--- src/rtl/av_mm_arb_pkg.sv ---
// rtl/av_mm_arb_pkg.sv - shared types and round-robin helper for Avalon-MM arbiters
//
// Contents:
//   arb_state_t : arbiter FSM states (IDLE, ISSUE, RDWAIT, RDRET)
//   MAX_REQ     : widest request vector rr_next can search
//   MAX_PTR_W   : index width matching MAX_REQ
//   LAT_W       : width of the read latency counter (RD_LATENCY up to 4)
//   rr_next     : first set request at or after a pointer, wrapping modulo n

package av_mm_arb_pkg;

  typedef enum logic [1:0] {
    IDLE   = 2'd0,
    ISSUE  = 2'd1,
    RDWAIT = 2'd2,
    RDRET  = 2'd3
  } arb_state_t;

  localparam int MAX_REQ   = 16;
  localparam int MAX_PTR_W = 4;
  localparam int LAT_W     = 2;

  // Walks the candidates from farthest to nearest so the one closest to ptr
  // (in wrap order) is the last assignment and therefore wins. Only the first
  // n bits of req take part. With no request set the pointer is returned.
  function automatic logic [MAX_PTR_W-1:0] rr_next(
    input logic [MAX_REQ-1:0]   req,
    input logic [MAX_PTR_W-1:0] ptr,
    input int                   n
  );
    logic [MAX_PTR_W-1:0] g;
    int                   idx;
    g = ptr;
    for (int k = MAX_REQ - 1; k >= 0; k--) begin
      if (k < n) begin
        idx = int'(ptr) + k;
        if (idx >= n) begin
          idx = idx - n;
        end
        if (req[idx[MAX_PTR_W-1:0]]) begin
          g = idx[MAX_PTR_W-1:0];
        end
      end
    end
    return g;
  endfunction

endpackage

--- src/rtl/av_mm_rr_arbiter_rr_pick.sv ---
// rtl/av_mm_rr_arbiter_rr_pick.sv - combinational round-robin selector
//
// Ports:
//   req     in  [N]   request vector, bit i = requester i wants service
//   ptr     in  [GW]  search start index (highest priority this round)
//   grant   out [GW]  index of the first set request at or after ptr
//   any_req out 1     at least one request is set; grant is meaningless if 0

module rr_pick
  import av_mm_arb_pkg::*;
#(
  parameter int N  = 4,
  parameter int GW = 2
) (
  input  logic [N-1:0]  req,
  input  logic [GW-1:0] ptr,
  output logic [GW-1:0] grant,
  output logic          any_req
);

  logic [MAX_REQ-1:0]   req_ext;
  logic [MAX_PTR_W-1:0] ptr_ext;
  logic [MAX_PTR_W-1:0] grant_ext;

  assign req_ext   = MAX_REQ'(req);
  assign ptr_ext   = MAX_PTR_W'(ptr);
  assign grant_ext = rr_next(req_ext, ptr_ext, N);
  assign grant     = grant_ext[GW-1:0];
  assign any_req   = |req;

endmodule

--- src/rtl/av_mm_rr_arbiter.sv ---
// rtl/av_mm_rr_arbiter.sv - round-robin arbiter sharing one Avalon-MM slave
//
// Serialises NUM_REQ Avalon-MM requesters onto a single fixed-latency master
// port, one transfer in flight, and steers read data back to the requester
// that issued it.
//
// Ports:
//   clk_i             in  1             clock
//   reset_i           in  1             synchronous active-high reset
//   req_address       in  [NUM_REQ][AW] per-requester word address
//   req_byteenable    in  [NUM_REQ][BE] per-requester byte enables
//   req_read          in  [NUM_REQ]     read request (level held)
//   req_write         in  [NUM_REQ]     write request (level held)
//   req_writedata     in  [NUM_REQ][DW] write data
//   req_waitrequest   out [NUM_REQ]     low for one cycle when the command is taken
//   req_readdata      out [DW]          shared read data, held until next capture
//   req_readdatavalid out [NUM_REQ]     one-cycle strobe to the reading requester
//   avm_address       out [AW]          master address
//   avm_byteenable    out [BE]          master byte enables
//   avm_read          out 1             master read strobe
//   avm_write         out 1             master write strobe
//   avm_writedata     out [DW]          master write data
//   avm_readdata      in  [DW]          slave data, RD_LATENCY cycles after avm_read

module av_mm_rr_arbiter
  import av_mm_arb_pkg::*;
#(
  parameter int NUM_REQ    = 4,
  parameter int DW         = 32,
  parameter int AW         = 16,
  parameter int RD_LATENCY = 1
) (
  input  logic                          clk_i,
  input  logic                          reset_i,
  input  logic [NUM_REQ-1:0][AW-1:0]    req_address,
  input  logic [NUM_REQ-1:0][DW/8-1:0]  req_byteenable,
  input  logic [NUM_REQ-1:0]            req_read,
  input  logic [NUM_REQ-1:0]            req_write,
  input  logic [NUM_REQ-1:0][DW-1:0]    req_writedata,
  output logic [NUM_REQ-1:0]            req_waitrequest,
  output logic [DW-1:0]                 req_readdata,
  output logic [NUM_REQ-1:0]            req_readdatavalid,
  output logic [AW-1:0]                 avm_address,
  output logic [DW/8-1:0]               avm_byteenable,
  output logic                          avm_read,
  output logic                          avm_write,
  output logic [DW-1:0]                 avm_writedata,
  input  logic [DW-1:0]                 avm_readdata
);

  localparam int GW = (NUM_REQ > 1) ? $clog2(NUM_REQ) : 1;

  arb_state_t          state;
  logic [GW-1:0]       rr_ptr;
  logic [GW-1:0]       grant;
  logic [LAT_W-1:0]    lat_cnt;

  logic [NUM_REQ-1:0]  req_vec;
  logic [GW-1:0]       pick_idx;
  logic                pick_any;
  logic [NUM_REQ-1:0]  pick_onehot;
  logic [NUM_REQ-1:0]  grant_onehot;
  logic [GW-1:0]       ptr_after_grant;

  assign req_vec      = req_read | req_write;
  assign pick_onehot  = {{(NUM_REQ-1){1'b0}}, 1'b1} << pick_idx;
  assign grant_onehot = {{(NUM_REQ-1){1'b0}}, 1'b1} << grant;

  // Pointer moves just past the winner so it has lowest priority next round.
  assign ptr_after_grant = (grant == GW'(NUM_REQ - 1)) ? '0 : grant + 1'b1;

  rr_pick #(
    .N  (NUM_REQ),
    .GW (GW)
  ) u_rr_pick (
    .req     (req_vec),
    .ptr     (rr_ptr),
    .grant   (pick_idx),
    .any_req (pick_any)
  );

  always_ff @(posedge clk_i) begin
    if (reset_i) begin
      state             <= IDLE;
      rr_ptr            <= '0;
      grant             <= '0;
      lat_cnt           <= '0;
      avm_address       <= '0;
      avm_byteenable    <= '0;
      avm_read          <= 1'b0;
      avm_write         <= 1'b0;
      avm_writedata     <= '0;
      req_waitrequest   <= '1;
      req_readdata      <= '0;
      req_readdatavalid <= '0;
    end else begin
      case (state)
        IDLE: begin
          req_readdatavalid <= '0;
          if (pick_any) begin
            // The whole command is latched here, so a requester that drops
            // its request before ISSUE still has it carried out.
            grant           <= pick_idx;
            avm_address     <= req_address[pick_idx];
            avm_byteenable  <= req_byteenable[pick_idx];
            avm_writedata   <= req_writedata[pick_idx];
            // Write has precedence when a requester asserts both strobes.
            avm_write       <= req_write[pick_idx];
            avm_read        <= req_read[pick_idx] & ~req_write[pick_idx];
            req_waitrequest <= ~pick_onehot;
            state           <= ISSUE;
          end
        end

        ISSUE: begin
          avm_read        <= 1'b0;
          avm_write       <= 1'b0;
          req_waitrequest <= '1;
          rr_ptr          <= ptr_after_grant;
          if (avm_read) begin
            lat_cnt <= LAT_W'(RD_LATENCY - 1);
            state   <= RDWAIT;
          end else begin
            state <= IDLE;
          end
        end

        RDWAIT: begin
          if (lat_cnt == '0) begin
            req_readdata      <= avm_readdata;
            req_readdatavalid <= grant_onehot;
            state             <= RDRET;
          end else begin
            lat_cnt <= lat_cnt - 1'b1;
          end
        end

        RDRET: begin
          req_readdatavalid <= '0;
          state             <= IDLE;
        end

        default: begin
          state <= IDLE;
        end
      endcase
    end
  end

endmodule

--- config.mk ---
export PLATFORM = sky130hd
export DESIGN_NAME = av_mm_rr_arbiter
export DESIGN_NICKNAME = d
export VERILOG_FILES = /design/src/rtl/av_mm_arb_pkg.sv /design/src/rtl/av_mm_rr_arbiter_rr_pick.sv /design/src/rtl/av_mm_rr_arbiter.sv
export SDC_FILE = /design/constraint.sdc
export NUM_CORES = 1
export LEC_CHECK = 0
export ABC_AREA = 1
export BUFFER_PORTS_ARGS = -buffer_cell sky130_fd_sc_hd__clkbuf_2
export CAP_MARGIN = 5
export CORE_AREA = 5 5 130 132
export CTS_BUF_LIST = sky130_fd_sc_hd__clkbuf_4
export CTS_CLUSTER_DIAMETER = 100
export CTS_CLUSTER_SIZE = 8
export DETAILED_ROUTE_END_ITERATION = 7
export DIE_AREA = 0 0 135 137
export PLACE_DENSITY_LB_ADDON = 0.05
export SETUP_SLACK_MARGIN = 0.4
export SYNTH_ARGS = -nofsm -noshare
export SYNTH_HDL_FRONTEND = slang
export SYNTH_SLANG_ARGS = --single-unit
export TNS_END_PERCENT = 100
--- constraint.sdc ---
create_clock -name clk_i -period 4.8 [get_ports clk_i]
set_clock_uncertainty 0.15 [all_clocks]
set_input_delay 0.48 -clock clk_i [delete_from_list [all_inputs] [get_ports clk_i]]
set_output_delay 0.48 -clock clk_i [all_outputs]
set_load 0.02 [all_outputs]
==> results of run 1 <==
cells by family (layout without fill, tap and decap cells):
kind of cell,after synthesis,after routing,share of synthesized area (%)
simple gates,668,668,45.71
buf+inv,139,449,10.45
flops,102,102,34.68
compound gates,76,76,6.821
fa+ha+maj,11,11,2.337
final cells by class:
cell class                      instances  area [sq um]  share of cell area, %
Clock inverter                          7         95.09                  1.218
Inverter                               84         320.3                  4.103
Timing Repair Buffer                  349          1762                  22.56
Sequential cell                       102          2042                  26.15
Tap cell                              216         270.3                  3.462
Clock buffer                            9         67.56                 0.8654
Multi-Input combinational cell        755          3251                  41.63
metal layers:
layer | vias up | global-route usage, % | wire [um]
li1 | 3677 | - | -
met1 | 2995 | 25.80 | 8737
met2 | 218 | 40.99 | 10900
met3 | 19 | 7.426 | 2040
met4 | 0 | 7.223 | 374
met5 | - | 0 | 0
worst min path at each step:
stage / endpoint
after floorplan: lat_cnt[1]
after global placement: lat_cnt[1]
after detailed placement: lat_cnt[1]
after CTS: req_readdata[31]
after global routing: req_readdata[31]
final: req_readdata[31]
flip-flops by register name, indices dropped and copies added (netlist names), named ones only:
name,cells
avm_writedata,32
req_readdata,32
avm_address,16
avm_byteenable,4
req_readdatavalid,4
req_waitrequest,4
grant,2
lat_cnt,2
rr_ptr,2
avm_read,1
avm_write,1
state,1
power breakdown:
group	internal, mW	switching (mW)
sequential	1.05	0.112
clock	0.214	0.306
combinational	0.652	1.39
per-stage QoR:
step | instances | total power [mW] | worst slack (ns)
after CTS | 1522 | 3.799 | 1.124
after floorplan | 996 | 2.673 | 2.504
final | 1522 | 3.723 | 1.146
after global routing | 1522 | 4.097 | 0.7685
after detailed placement | 1506 | 3.259 | 1.177
after global placement | 1506 | 3.253 | 1.263
worst max-delay path, cell delays in order, from the launching register on:
cell	delay, ns
dfxtp_1	0.61
inv_4	0.11
ha_1	0.37
nand2_1	0.11
nand2_1	0.07
nor2_2	0.09
nand2_1	0.07
nand2_2	0.09
nand3_4	0.10
nand2_4	0.35
buf_4	0.37
nand2_1	0.11
inv_2	0.62
nand2_1	0.12
nand4_1	0.13
nand2_1	0.06
inv_1	0.04
placed cells by master, fill, tap and decap left out, drive strengths merged:
cell type	count
nand4	41
o21ai	50
a21oi	21
o211a	2
nand2	416
buf	6
a211oi	1
nand3	25
dfxtp	102
a221oi	1
clkinv	4
o22ai	1
nor2	186
ha	11
inv	85
bufinv	2
clkbuf	352
==> flow_summary.ini, run 1 <==
[synth]
synth_top_area_share_pct = 34.68
syn_area_sq_um = 5888
yosys-top-cells-count = nand2_1, nor2_1, dfxtp_1
synth_enable_flop_cells = 0
synth_fp_nets = 1257
seq_area_frac_synth_pct = 34.68
syn_inst = 996
ys_types = 28
synth_top_cell_by_area = dfxtp_1
async_flop_share_pct = 0
ys_top_cells_by_area = dfxtp_1, nand2_1, nor2_1
syn_avg_cell_area_sq_um = 5.912
ys.flop_type = dfxtp_1
yosys_register_bits = 102
yosys_warnings = 0
synth.most_common_cell = nand2_1

[cells_and_area]
fin_area_sq_um = 7807
drive_above_1_share_pct = 29.02
n_fill_cell = 1770
area_delta_synth_final_pct = 32.60
final_core_util_pct = 50.06
nNetsFinal = 1562
num_antenna_cells = 0

[placed_design]
dp_hpwl_um = 16590
place_area_sq_um = 7645
globalplace.congestion = 0.8087
io_buffers = 343

[sta]
whs_ns = 0.1058
drv_slew = 0
hold_viol = 0
slew-limit-headroom_pct = 29.59
rsz0062_at_grt = false
finalSetupTns_ns = 0
worst_pin_slew_ns = 1.055
layout_min_cycle_time_ns = 3.654
setup_viol = 0
fmax_mhz = 273.7
fin_crit_sh_pct = 76.12

[drt]
wl_um = 22050
route.vias.total = 6909
routed_via_density = 4.539
first_pass_iters = 5
drtIter0Drc = 245
ant_nets = 0
drc = 0
wl_per_cell_um = 14.49

[job]
max_cap_viol_count = 0

[floorplan]
die_h_um = 137
ioPinCount = 344
coreArea_sq_um = 15600
rows = 46
die_area_sq_um = 18500
start_util_pct = 37.75
die_w_um = 135

[cts]
cts_root_buf = clkbuf_4
htree_levels = 3
clk_latency_ns = 0.46
clock-sinks = 102
clk_path_buf_depth = 2
cts_buffers = 9
clk_pin_slew_ns = 0.17
cts_hold_buf = 0
cts_resized = 0
post-cts-setup-buffers = 0
cts_tree = built

[critical_path]
crit_type = flop to flop
critPathLaunchType = flop
arrival_ns = 3.91
r2r_cells = 16
timing.rr.start = rr_ptr[0]
crit_path_max_fanout = 41
cp-startpoint = rr_ptr[0]
critPathRequiredTime_ns = 5.06
endpoint_kind = flop
crit_end = avm_address[3]
rr_endpoint = avm_address[3]
r2r_slack_ns = 1.15

[pwr]
vdd_drop_max_uv = 205.5
p_per_area_nw_per_um2 = 476.8
p_leak_nw = 4.573

[global_routing]
grt_pass1_vias = 6551
grt_max_degree = 95
overflow = 0
grt_pass1_wl_um = 33470
antenna_found_initial = 0
track_usage_pct = 22.87

[run_status]
status = complete, no violations

[worst_hold_path]
hold_class = input port to flop
holdPathStages = 3
holdCritStartpoint = avm_readdata[31]
Power figures use the tool's default switching activity.
==> inputs of run 2 (changes only) <==
Settings changed: ABC_AREA 1 to 0, CORE_AREA 5 5 130 132 to 5 5 129 131, DIE_AREA 0 0 135 137 to 0 0 134 136.
Clock period 4.8 ns to 3.1 ns, I/O delays scaled along.
==> run 2 against run 1 <==
The run now fails in clock tree synthesis (4_1_cts). Synthesized cell count is 40% lower. Synthesized area fell by 0.87%.
==> flow_summary.ini, run 2 <==
[placed_design]
io_buffers = 343
dp_hpwl_um = 16550
globalplace.congestion = 0.9186

[run_status]
haltStage = clock tree synthesis (4_1_cts)
tool.error = [ERROR RSZ-0060] Max buffer count reached.
status = stopped before the end

[floorplan]
ioPinCount = 344
die_w_um = 134
die_h_um = 136
rows = 46
start_util_pct = 37.70

[cts]
cts_root_buf = clkbuf_4
htree_levels = 3
cts_resized = 24
clock-sinks = 102
clk_path_buf_depth = 2
cts_buffers = 9
cts_hold_buf = 226
post-cts-setup-buffers = 5

[synth]
synth_fp_nets = 862
syn_inst = 601
synth_top_cell_by_area = dfxtp_1
ys.flop_type = dfxtp_1
synth.most_common_cell = nand2_1
yosys_warnings = 0
syn_area_sq_um = 5837
syn_avg_cell_area_sq_um = 9.712
yosys-top-cells-count = nand2_1, mux2i_1, dfxtp_1
seq_area_frac_synth_pct = 34.98
synth_top_area_share_pct = 34.98
synth_enable_flop_cells = 0
async_flop_share_pct = 0
ys_top_cells_by_area = dfxtp_1, mux2i_1, o221ai_2
yosys_register_bits = 102
ys_types = 54
==> run 2: cell families after synthesis <==
kind of cell             count (synthesis)  synth area share [%]
flip-flops                             102                 34.98
AO/OA/AOI/OAI                          136                 23.02
multiplexers                           110                 18.97
AND/OR/NAND/NOR                        182                 13.70
adder cells (fa/ha/maj)                 11                 2.358
buffers and inverters                   60                 6.967
==> run 2: metrics by stage <==
step / setup WS (ns) / util, % / hold slack, ns / cell area [sq um] / cells
floorplan: 0.4063 / - / 0.2960 / 5864 / 601
global placement: 0.3276 / 49.44 / 0.2926 / 7655 / 1102
detailed placement: 0.2590 / 49.44 / 0.2968 / 7655 / 1102
==> inputs of run 3 (changes only) <==
Settings changed: CORE_AREA 5 5 129 131 to default, CORE_MARGIN from default to 5, CORE_UTILIZATION from default to 35, CTS_BUF_LIST sky130_fd_sc_hd__clkbuf_4 to default, CTS_CLUSTER_DIAMETER 100 to default, CTS_CLUSTER_SIZE 8 to default, DIE_AREA 0 0 134 136 to default, PLACE_DENSITY_LB_ADDON 0.05 to 0.15, SETUP_SLACK_MARGIN 0.4 to default.
Clock period 3.1 ns to 4.05 ns, I/O delays scaled along.
==> run 3 against run 2 <==
The flow now finishes without violations. Synthesized area unchanged. Synthesized cell count is the same.
==> flow_summary.ini, run 3 <==
[run_status]
status = complete, no violations

[floorplan]
die_w_um = 139.1
ioPinCount = 344
die_area_sq_um = 19360
rows = 47
start_util_pct = 35.45
coreArea_sq_um = 16470
die_h_um = 139.1

[pwr]
p_per_area_nw_per_um2 = 420.0
total_power_mw = 3.363
vdd_drop_max_uv = 219.8
p_leak_nw = 3.518

[worst_hold_path]
hold_class = input port to flop
holdPathStages = 3

[critical_path]
path_depth = 10
crit_type = flop to flop
arrival_ns = 3.39
critPathRequiredTime_ns = 4.13
endpoint_kind = flop
rr_endpoint = avm_address[0]
crit_buf_inv = 3
crit_path_max_fanout = 45
cp_top_family = buffers and inverters
r2r_cells = 10
cp-startpoint = rr_ptr[1]
crit_end = avm_address[0]
cp_slowest_cell = ha_1
timing.rr.start = rr_ptr[1]
crit_path_max_incr_delay_ns = 0.51
critPathLaunchType = flop
path_cells = inv_1 -> ha_1 -> nor4b_1 -> a211oi_1 -> a311o_1 -> nand3_4 -> buf_12 -> buf_4 -> mux2i_1 -> o221ai_2
r2r_slack_ns = 0.74

[cts]
post-cts-setup-buffers = 0
cts_root_buf = clkbuf_16
cts_hold_buf = 0
cts_tree = built
clock-sinks = 102
htree_levels = 3
cts_buffers = 9
clk_path_buf_depth = 2
clk_latency_ns = 0.35
clk_pin_slew_ns = 0.08
cts_resized = 0

[cells_and_area]
area_delta_synth_final_pct = 37.19
final_cell_mix = clkbuf_2, nand2_1, mux2i_1
nNetsFinal = 1186
drive_above_1_share_pct = 47.63
layout_commonest_cell = clkbuf_2
largestRegisters = avm_writedata: 32 flops, req_readdata: 32 flops, avm_address: 16 flops
num_antenna_cells = 0

[global_routing]
grt_max_degree = 51
antenna_found_initial = 0
overflow = 0
grt_pass1_vias = 5627
track_usage_pct = 20.84
grt_pass1_wl_um = 32260

[synth]
yosys-top-cells-count = nand2_1, mux2i_1, dfxtp_1
syn_area_sq_um = 5837
ys_top_cells_by_area = dfxtp_1, mux2i_1, o221ai_2
synth_enable_flop_cells = 0
synth.most_common_cell = nand2_1
syn_inst = 601
ys.flop_type = dfxtp_1
async_flop_share_pct = 0
seq_area_frac_synth_pct = 34.98
ys_types = 54
synth_top_cell_by_area = dfxtp_1
synth_fp_nets = 862
synth_top_area_share_pct = 34.98
yosys_register_bits = 102
yosys_warnings = 0
syn_avg_cell_area_sq_um = 9.712

[sta]
setup_viol = 0
finalSetupTns_ns = 0
hold_viol = 0
rsz0062_at_grt = false
worst_pin_slew_ns = 1.156
fin_crit_sh_pct = 81.78
drv_slew = 0
layout_min_cycle_time_ns = 3.312
slew-limit-headroom_pct = 22.92
fmax_mhz = 301.9

[drt]
wl_per_cell_um = 18.20
first_pass_iters = 6
routed_via_density = 4.934
ant_nets = 0
wl_um = 20940
drc = 0
route.vias.total = 5674
drtIter0Drc = 227

[placed_design]
io_buffers = 343
globalplace.congestion = 0.9305
dp_hpwl_um = 16620

[job]
max_cap_viol_count = 0
## run 3: cell counts after synthesis
Identical to the previous run, type by type.
## run 3: worst register-to-register path, delay by kind of cell (launching register included)
family                   cells  cell delay, ns
flip-flops                   1            0.33
buffers and inverters        3            0.74
adder cells (fa/ha/maj)      1            0.51
AO/OA/AOI/OAI                3            0.67
AND/OR/NAND/NOR              2            0.51
multiplexers                 1            0.28
## run 3: how the worst min path moves through the flow
| stage | startpoint | end | slack, ns |
|---|---|---|---|
| 2_1_floorplan | lat_cnt[1] | lat_cnt[1] | 0.33 |
| 3_3_place_gp | req_readdata[31] | req_readdata[31] | 0.29 |
| 3_5_place_dp | avm_address[6] | avm_address[6] | 0.30 |
| 4_1_cts | avm_readdata[29] | req_readdata[29] | 0.1 |
| 5_1_grt | avm_readdata[16] | req_readdata[16] | 0.10 |
| 6_report | avm_readdata[29] | req_readdata[29] | 0.11 |
## run 3: layer usage
| layer | global-route usage [%] | up-vias | wire, um |
|---|---|---|---|
| li1 | - | 2870 | - |
| met1 | 26.16 | 2562 | 8916 |
| met2 | 34.62 | 218 | 10110 |
| met3 | 6.276 | 24 | 1471 |
| met4 | 6.231 | 0 | 442 |
| met5 | 0 | - | 0 |
## run 3: kinds of logic (layout without fill, tap and decap cells)
group                      after synthesis  count (layout)  synth area share, %
AOI/OAI and AO/OA                      136             136                23.02
muxes                                  110             110                18.97
and+or+nand+nor                        182             182                13.70
DFF                                    102             102                34.98
adders and majority gates               11              11                2.358
buffers and inverters                   60             389                6.967
## run 3: where the power goes
part	leakage (nW)	switching, mW	internal, mW
combinational	2.53	0.708	0.532
sequential	0.835	0.0775	1.13
clock	0.153	0.410	0.501
total	3.52	1.19	2.17
## run 3: through the flow
| step | hold slack [ns] | std cells | util (%) | worst slack [ns] | area [sq um] |
|---|---|---|---|---|---|
| CTS | 0.09533 | 1150 | 48.63 | 0.7787 | 8008 |
| finish | 0.1138 | 1150 | 48.63 | 0.7380 | 8008 |
| floorplan | 0.3275 | 601 | - | 1.112 | 5837 |
| detailed placement | 0.2955 | 1134 | 46.76 | 0.7886 | 7699 |
| global placement | 0.2912 | 1134 | 46.76 | 0.7913 | 7699 |
| global route | 0.1042 | 1150 | 48.63 | 0.4887 | 8008 |
## run 3: final cells by class
type / instances / area, sq um
fillers: 1584 / 8458
flip-flops and latches: 102 / 2042
clock inverters: 6 / 70.07
clock buffers: 10 / 239.0
multi-input cells: 439 / 3422
repair buffers: 361 / 1914
inverters: 12 / 45.04
well taps: 220 / 275.3
